===== src/rtl/sap_mem_pkg.sv =====
// Shared definitions for the SAP RAM controller: default geometry,
// request opcode encodings and the controller state encoding.
package sap_mem_pkg;

  // Default RAM geometry: 16 locations of 8 bits.
  localparam int DEF_ADDR_BITS = 4;
  localparam int DEF_DATA_BITS = 8;
  localparam int DEF_RAM_BYTES = 16;

  // Request opcodes carried on req_op.
  typedef enum logic [1:0] {
    OP_READ  = 2'b00,
    OP_WRITE = 2'b01,
    OP_FILL  = 2'b10,
    OP_RSVD  = 2'b11
  } sap_op_e;

  // Controller states.
  typedef enum logic [2:0] {
    ST_IDLE     = 3'd0,
    ST_WRITE    = 3'd1,
    ST_RD_ISSUE = 3'd2,
    ST_RD_CAPT  = 3'd3,
    ST_RESP     = 3'd4,
    ST_FILL     = 3'd5
  } sap_state_e;

endpackage


===== src/rtl/sap_ram_controller.sv =====
// Bus initiator for the SAP-style DFF RAM. Turns read/write/fill requests
// into registered mem_mar/mem_wdata/mem_lr_n/mem_ce_n strobes and returns
// read data through a valid/ready response port.
module sap_ram_controller
  import sap_mem_pkg::*;
#(
  parameter int ADDR_BITS = DEF_ADDR_BITS,
  parameter int DATA_BITS = DEF_DATA_BITS,
  parameter int RAM_BYTES = DEF_RAM_BYTES
) (
  input  logic                 clk,
  input  logic                 rst_n,
  input  logic                 req_valid,
  output logic                 req_ready,
  input  logic [1:0]           req_op,
  input  logic [ADDR_BITS-1:0] req_addr,
  input  logic [DATA_BITS-1:0] req_wdata,
  output logic                 rsp_valid,
  input  logic                 rsp_ready,
  output logic [DATA_BITS-1:0] rsp_rdata,
  output logic                 busy,
  output logic [ADDR_BITS-1:0] mem_mar,
  output logic [DATA_BITS-1:0] mem_wdata,
  output logic                 mem_lr_n,
  output logic                 mem_ce_n,
  input  logic [DATA_BITS-1:0] mem_rdata
);

  // Last address swept by a fill; the counter wraps to 0 explicitly here.
  localparam logic [ADDR_BITS-1:0] LAST_ADDR = ADDR_BITS'(RAM_BYTES - 1);

  sap_state_e           state_reg, state_next;
  logic [ADDR_BITS-1:0] mar_reg, mar_next;
  logic [ADDR_BITS-1:0] cnt_reg, cnt_next;
  logic [DATA_BITS-1:0] wdata_reg, wdata_next;
  logic [DATA_BITS-1:0] rdata_reg, rdata_next;
  logic                 rsp_valid_reg, rsp_valid_next;
  logic                 lr_n_reg, ce_n_reg;
  logic                 accept;
  sap_op_e              op;

  assign op        = sap_op_e'(req_op);
  assign req_ready = (state_reg == ST_IDLE);
  assign busy      = (state_reg != ST_IDLE);
  assign accept    = req_valid & req_ready;

  assign mem_mar   = mar_reg;
  assign mem_wdata = wdata_reg;
  assign mem_lr_n  = lr_n_reg;
  assign mem_ce_n  = ce_n_reg;
  assign rsp_valid = rsp_valid_reg;
  assign rsp_rdata = rdata_reg;

  // State and datapath registers; strobes are decoded from the next state so
  // they are registered and line up exactly with the state they belong to.
  always_ff @(posedge clk or negedge rst_n) begin
    if (!rst_n) begin
      state_reg     <= ST_IDLE;
      mar_reg       <= '0;
      cnt_reg       <= '0;
      wdata_reg     <= '0;
      rdata_reg     <= '0;
      rsp_valid_reg <= 1'b0;
      lr_n_reg      <= 1'b1;
      ce_n_reg      <= 1'b1;
    end else begin
      state_reg     <= state_next;
      mar_reg       <= mar_next;
      cnt_reg       <= cnt_next;
      wdata_reg     <= wdata_next;
      rdata_reg     <= rdata_next;
      rsp_valid_reg <= rsp_valid_next;
      lr_n_reg      <= !((state_next == ST_WRITE) || (state_next == ST_FILL));
      ce_n_reg      <= (state_next != ST_RD_ISSUE);
    end
  end

  // Next-state selection.
  always_comb begin
    state_next = state_reg;
    case (state_reg)
      ST_IDLE: begin
        if (accept) begin
          case (op)
            OP_READ:  state_next = ST_RD_ISSUE;
            OP_WRITE: state_next = ST_WRITE;
            OP_FILL:  state_next = ST_FILL;
            default:  state_next = ST_IDLE;  // reserved op is swallowed
          endcase
        end
      end
      ST_WRITE:    state_next = ST_IDLE;
      ST_RD_ISSUE: state_next = ST_RD_CAPT;
      ST_RD_CAPT:  state_next = ST_RESP;
      ST_RESP:     if (rsp_ready) state_next = ST_IDLE;
      ST_FILL:     if (cnt_reg == LAST_ADDR) state_next = ST_IDLE;
      default:     state_next = ST_IDLE;
    endcase
  end

  // Datapath updates: address/data/counter/response; everything holds by
  // default so mem_mar and mem_wdata keep their last values while idle.
  always_comb begin
    mar_next       = mar_reg;
    cnt_next       = cnt_reg;
    wdata_next     = wdata_reg;
    rdata_next     = rdata_reg;
    rsp_valid_next = rsp_valid_reg;
    case (state_reg)
      ST_IDLE: begin
        if (accept) begin
          case (op)
            OP_READ: begin
              mar_next = req_addr;
            end
            OP_WRITE: begin
              mar_next   = req_addr;
              wdata_next = req_wdata;
            end
            OP_FILL: begin
              mar_next   = '0;
              cnt_next   = '0;
              wdata_next = req_wdata;
            end
            default: ;
          endcase
        end
      end
      ST_RD_CAPT: begin
        // RAM output was registered on the previous edge and is valid now.
        rdata_next     = mem_rdata;
        rsp_valid_next = 1'b1;
      end
      ST_RESP: begin
        if (rsp_ready) rsp_valid_next = 1'b0;
      end
      ST_FILL: begin
        if (cnt_reg == LAST_ADDR) begin
          cnt_next = '0;
        end else begin
          cnt_next = cnt_reg + ADDR_BITS'(1);
          mar_next = cnt_reg + ADDR_BITS'(1);
        end
      end
      default: ;
    endcase
  end

endmodule


===== config.mk =====
export PLATFORM = sky130hd
export DESIGN_NAME = sap_ram_controller
export DESIGN_NICKNAME = d
export VERILOG_FILES = /design/src/rtl/sap_mem_pkg.sv /design/src/rtl/sap_ram_controller.sv
export SDC_FILE = /design/constraint.sdc
export NUM_CORES = 1
export LEC_CHECK = 0
export ABC_AREA = 1
export BUFFER_PORTS_ARGS = -buffer_cell sky130_fd_sc_hd__buf_4
export CORE_AREA = 2 2 72 74
export DETAILED_ROUTE_END_ITERATION = 8
export DIE_AREA = 0 0 74 76
export GPL_ROUTABILITY_DRIVEN = 1
export GPL_TIMING_DRIVEN = 0
export SYNTH_ARGS = -nofsm -noshare
export SYNTH_HDL_FRONTEND = slang
export SYNTH_SLANG_ARGS = --single-unit

===== constraint.sdc =====
create_clock -name clk -period 1.5 [get_ports clk]
set_input_delay 0.075 -clock clk [delete_from_list [all_inputs] [get_ports clk]]
set_output_delay 0.075 -clock clk [all_outputs]
set_load 0.02 [all_outputs]

# [Word-level counts from Yosys, hierarchy flattened]
# Cells that the tools add are included.
[op_classes] n_addsub=1 eq_ne=15 muxes=15 bitwise=1 n_reduce_logical=13
[ops] cell="$pmux 4 s2" n=3
[ops] cell="$mux 4" n=5
[ops] cell="$pmux 3 s5" n=1
[ops] cell="$eq 3x3->1 const B" n=3
[ops] cell="$mux 3" n=3
[ops] cell="$pmux 3 s3" n=1
[ops] cell="$eq 3x2->1 const B" n=2
[ops] cell="$ne 3x2->1 const B" n=2
[ops] cell="$reduce_and 3->1" n=2
[ops] cell="$add 4x1->4 const B" n=1
[ops] cell="$eq 4x4->1 const B" n=1
[ops] cell="$ne 2x1->1 const B" n=2
[ops] cell="$ne 2x2->1 const B" n=2
[ops] cell="$reduce_and 4->1" n=1
[ops] cell="$reduce_bool 2->1" n=2
[ops] cell="$reduce_or 2->1" n=2
[ops] cell="$eq 3x1->1 const B" n=1
[ops] cell="$logic_not 3->1" n=1
[ops] cell="$reduce_bool 3->1" n=1
[ops] cell="$eq 2x1->1 const B" n=1
[ops] cell="$eq 2x2->1 const B" n=1
[ops] cell="$logic_not 2->1" n=1
[ops] cell="$pmux 1 s2" n=1
[ops] cell="$reduce_and 2->1" n=1
[ops] cell="4 further kinds" n=4
[totals] ff_bits=30 in_bits=26 output_inout_bits=25

# [Logic depth before layout (Yosys ltp)]
[logic_depth] ltp_word=7 depth_mapped=9 mapped_depth_nobuf=9

# [Least setup slack after synthesis]
# No wires, ideal clock.
[synth_timing] path_kind="flip-flop to flip-flop" startpoint="register state_reg[1]" endpoint="register mar_reg[3] (netlist: mem_mar[3])" setup_ns=0.116 t_arrival_ns=1.190 required_ns=1.384 setup_slack_ns=0.194 stages_incl_launch_ff=9 n_path_buf=0 period_less_slack_ns=1.306 path_cell_list="dfrtp_1 > nor2_4 > nand2_4 > inv_2 > nand2_2 > nand2_2 > nand2_2 > nand2_1 > nand2_1"
[synth_via] elab_chain_cells=4 elab_cells_between_ends=9
[synth_lines] item="from (decl)" line="sap_ram_controller.sv:32" rtl="sap_state_e state_reg, state_next;"
[synth_lines] item="from (signal assigned)" line="sap_ram_controller.sv:67" rtl="state_reg <= state_next;"
[synth_lines] item="$logic_not 3->1 (*)" line="sap_ram_controller.sv:43" rtl="assign req_ready = (state_reg == ST_IDLE);"
[synth_lines] item="named net req_ready" line="sap_ram_controller.sv:14" rtl="output logic req_ready,"
[synth_lines] item="$and 1x1->1" line="sap_ram_controller.sv:45" rtl="assign accept = req_valid & req_ready;"
[synth_lines] item="$ne 2x1->1 (no source line)"
[synth_lines] item="$reduce_and 4->1 (no source line)"
[synth_lines] item="to (signal assigned)" line="sap_ram_controller.sv:68" rtl="mar_reg <= mar_next;"
[synth_lines] item="to (decl)" line="sap_ram_controller.sv:33" rtl="logic [ADDR_BITS-1:0] mar_reg, mar_next;"
# The timed path passes the listed nets; every way through them passes the cells marked *.
# A chain may end at the register's enable or synchronous reset.

# [Final worst setup path]
[layout_timing] startpoint="register cnt_reg[0]" endpoint="register mar_reg[3] (netlist: mem_mar[3])"
[layout_via] elab_chain_cells=3 elab_cells_between_ends=6
[layout_lines] item="from (decl)" line="sap_ram_controller.sv:34" rtl="logic [ADDR_BITS-1:0] cnt_reg, cnt_next;"
[layout_lines] item="from (signal assigned)" line="sap_ram_controller.sv:69" rtl="cnt_reg <= cnt_next;"
[layout_lines] item="$add 4x1->4 / $eq 4x4->1 (equally long branches)" line="sap_ram_controller.sv:142, sap_ram_controller.sv:138"
[layout_lines] item="$mux 4 / $ne 2x2->1 (equally long branches)"
[layout_lines] item="$pmux 4 s2 / $reduce_and 4->1 (equally long branches)"
# Parallel ways exist; a longest one is shown, timed or not. The select of a mux whose other input is x is not followed.

==> results.yml <==
power_and_ir_drop:
  p_per_area_nw_per_um2: 1947
  power.total_w: 0.004022
  vdd_drop_max_mv: 1.022
  leakage_nw: 1.098
logic_synthesis:
  synth_top_cell_area_share: 0.4943
  syn-num-nets: 181
  synth-seq-cells: 30
  ys_types: 21
  synth_area_leaders: "dfrtp_1 (49%), nand2_1 (13%), nand3_1 (6.4%)"
  yosysTopAreaCell: "dfrtp_1"
  synth_area_um2: 1418
  synthCells: 150
  ys_seq_area_frac: 0.5313
  yosys_warnings: 0
  syn_avg_cell_area_um2: 9.451
cells_and_area:
  drive_gt1_frac: 0.3871
  nFillCells: 503
  nets: 247
  fin_util: 0.4205
  area_delta_synth_final_pct: 45.72
  final_common_cell: "buf_4"
  diodes: 0
  layout_common_cells: "buf_4 (50), nand2_1 (49), dfrtp_1 (28), nand3_1 (18), inv_1 (12)"
floorplanning:
  io-pin-count: 51
  core_area_um2: 4912
  row_count: 26
  die_area_um2: 5624
  die_h_um: 76
  dieWidth_um: 74
  start_util: 0.2886
clocking:
  cts.clk_slew.worst_paths_ns: 0.06
  clockBufferDepth: 2
  cts_resized: 0
  root_buffer: "clkbuf_8"
  cts_setup_buffers: 0
  numCtsBuffers: 5
  cts_max_level: 2
  cts_sinks: 30
  cts_tree: "yes"
  clk_latency_ns: 0.27
  cts_hold_buffers: 9
global_route:
  grt_pass1_wl_mm: 5.451
  grt_start_max_net_pins: 31
  antenna_found_initial: 0
  grt_remaining_overflow: 0
  grt_pass1_vias: 1233
  grt_util_all_layers: 0.1233
drt:
  num_vias: 1208
  viasPerCell: 4.209
  drt-total-wl_mm: 3.048
  first_pass_iters: 4
  drtAntennaViolNets: 0
  drt_iter0_drc: 37
  drc: 0
  wl_per_cell_um: 10.62
worst_setup_path:
  critPathArrivalTime_ns: 1.52
  r2r_cells: 7
  crit_type: "flop to flop"
  cp_slowest_stage_delay_ns: 0.44
  rrSetupSlack_ns: 0.15
  cpMaxStageDelayCell: "dfrtp_1"
  r2r-end: "mem_mar[3]$_DFFE_PN0P_"
  crit_path_end_kind: "flop"
  worstPathCellList: "ha_1 > nand3_1 > nand3_2 > nand2_2 > nand2_2 > nand2_1 > nand2_1"
  r2r_start: "cnt_reg[0]$_DFFE_PN0P_"
  start_kind: "flop"
  worstPathMaxFanout: 6
  required_ns: 1.67
timing:
  slew_headroom: 0.7373
  finalCritPeriodShare: 0.9022
  holdWs_ns: 0.02868
  skew_ns: 0.003147
  final-hold-violation-count: 0
  min_period_ns: 1.353
  tightest_slew_ns: 0.3941
  final_max_slew_viol_count: 0
  rsz0062_at_grt: "no"
  max_freq_mhz: 738.9
  fin_tns_setup_ns: 0
  finalSetupViolCount: 0
outcome:
  status: "completed"
flow_run:
  drv_cap: 0
min_path:
  min-delay-start: "mem_rdata[2]"
  min_to: "rsp_rdata[2]$_DFFE_PN0P_"
  worstHoldPathType: "input port to flop"
  whs_path_depth: 2
placed_design:
  numPortBuffers: 50
  hpwl_mm: 2.218
  gp_congestion: 0.7618
-- cells by family (layout without fill, tap and decap cells) --
logic type	count (synthesis)	in the layout	synth area share
multiplexers	8	8	0.06355
buffers and inverters	17	84	0.04501
flip-flops	30	30	0.5313
AND/OR/NAND/NOR	85	85	0.2922
XOR/XNOR	1	1	0.006179
AO/OA/AOI/OAI	4	4	0.01765
adder cells (fa/ha/maj)	5	5	0.04413
-- metal layers --
layer	global-route usage	part of all wire	vias to the layer above	routed length [µm]
met1	0.1585	0.44	560	1333
met5	0	0	-	0
met2	0.1964	0.49	36	1505
met4	0.03455	0.0049	0	15
met3	0.04101	0.063	2	193
li1	-	-	610	-
-- layout make-up --
| cell class | instances | area (µm²) | area share |
|---|---|---|---|
| Multi-Input combinational cell | 103 | 600.6 | 0.2907 |
| Inverter | 17 | 63.81 | 0.03089 |
| Tap cell | 70 | 87.58 | 0.04240 |
| Clock inverter | 2 | 12.51 | 0.006057 |
| Clock buffer | 6 | 82.58 | 0.03998 |
| Timing Repair Buffer | 59 | 465.4 | 0.2253 |
| Sequential cell | 30 | 753.2 | 0.3646 |
-- metrics by stage --
step                      worst slack [ns]  cell area (µm²)  cells
after CTS                           0.1238             2066    287
after floorplan                     0.1939             1418    150
after global routing               0.01221             2066    287
after global placement              0.1548             1881    270
final                               0.1466             2066    287
after detailed placement            0.1511             1881    270
-- power by group --
part | switching, W | internal (W) | leakage, nW
Clock | 0.000301 | 0.000368 | 0.0472
Sequential | 0.000257 | 0.00119 | 0.369
Combinational | 0.00108 | 0.000824 | 0.681
-- how the worst max path moves through the flow --
stage                            from                     end  slack [ns]
6_report       cnt_reg[0]$_DFFE_PN0P_  mem_mar[3]$_DFFE_PN0P_        0.15
5_1_grt        cnt_reg[0]$_DFFE_PN0P_  mem_mar[3]$_DFFE_PN0P_        0.01
4_1_cts        state_reg[1]$_DFF_PN0_               req_ready        0.12
3_5_place_dp   cnt_reg[0]$_DFFE_PN0P_  mem_mar[3]$_DFFE_PN0P_        0.15
3_3_place_gp   cnt_reg[0]$_DFFE_PN0P_  mem_mar[3]$_DFFE_PN0P_        0.15
2_1_floorplan  state_reg[1]$_DFF_PN0_  mem_mar[3]$_DFFE_PN0P_        0.19
-- critical path, delay by kind of cell, from the launching register on --
kind / cells / cell delay [ns]
fa+ha+maj: 1 / 0.25
simple gates: 6 / 0.56
flops: 1 / 0.44
-- synth_stat cells --
cell and count:
o21ai_0 1, nand2_1 49, a21oi_1 2, a21bo_2 1, nand4_4 1, inv_1 12
nand4_1 2, dfstp_2 2, nand2_4 1, nor2_4 1, xor2_1 1, nand3_1 18
nor2_1 5, ha_1 5, nand2_2 3, clkinv_1 1, nand3_2 4, inv_2 4
dfrtp_1 28, mux2_2 8, nor2_2 1
(Power assumes the default switching activity.)
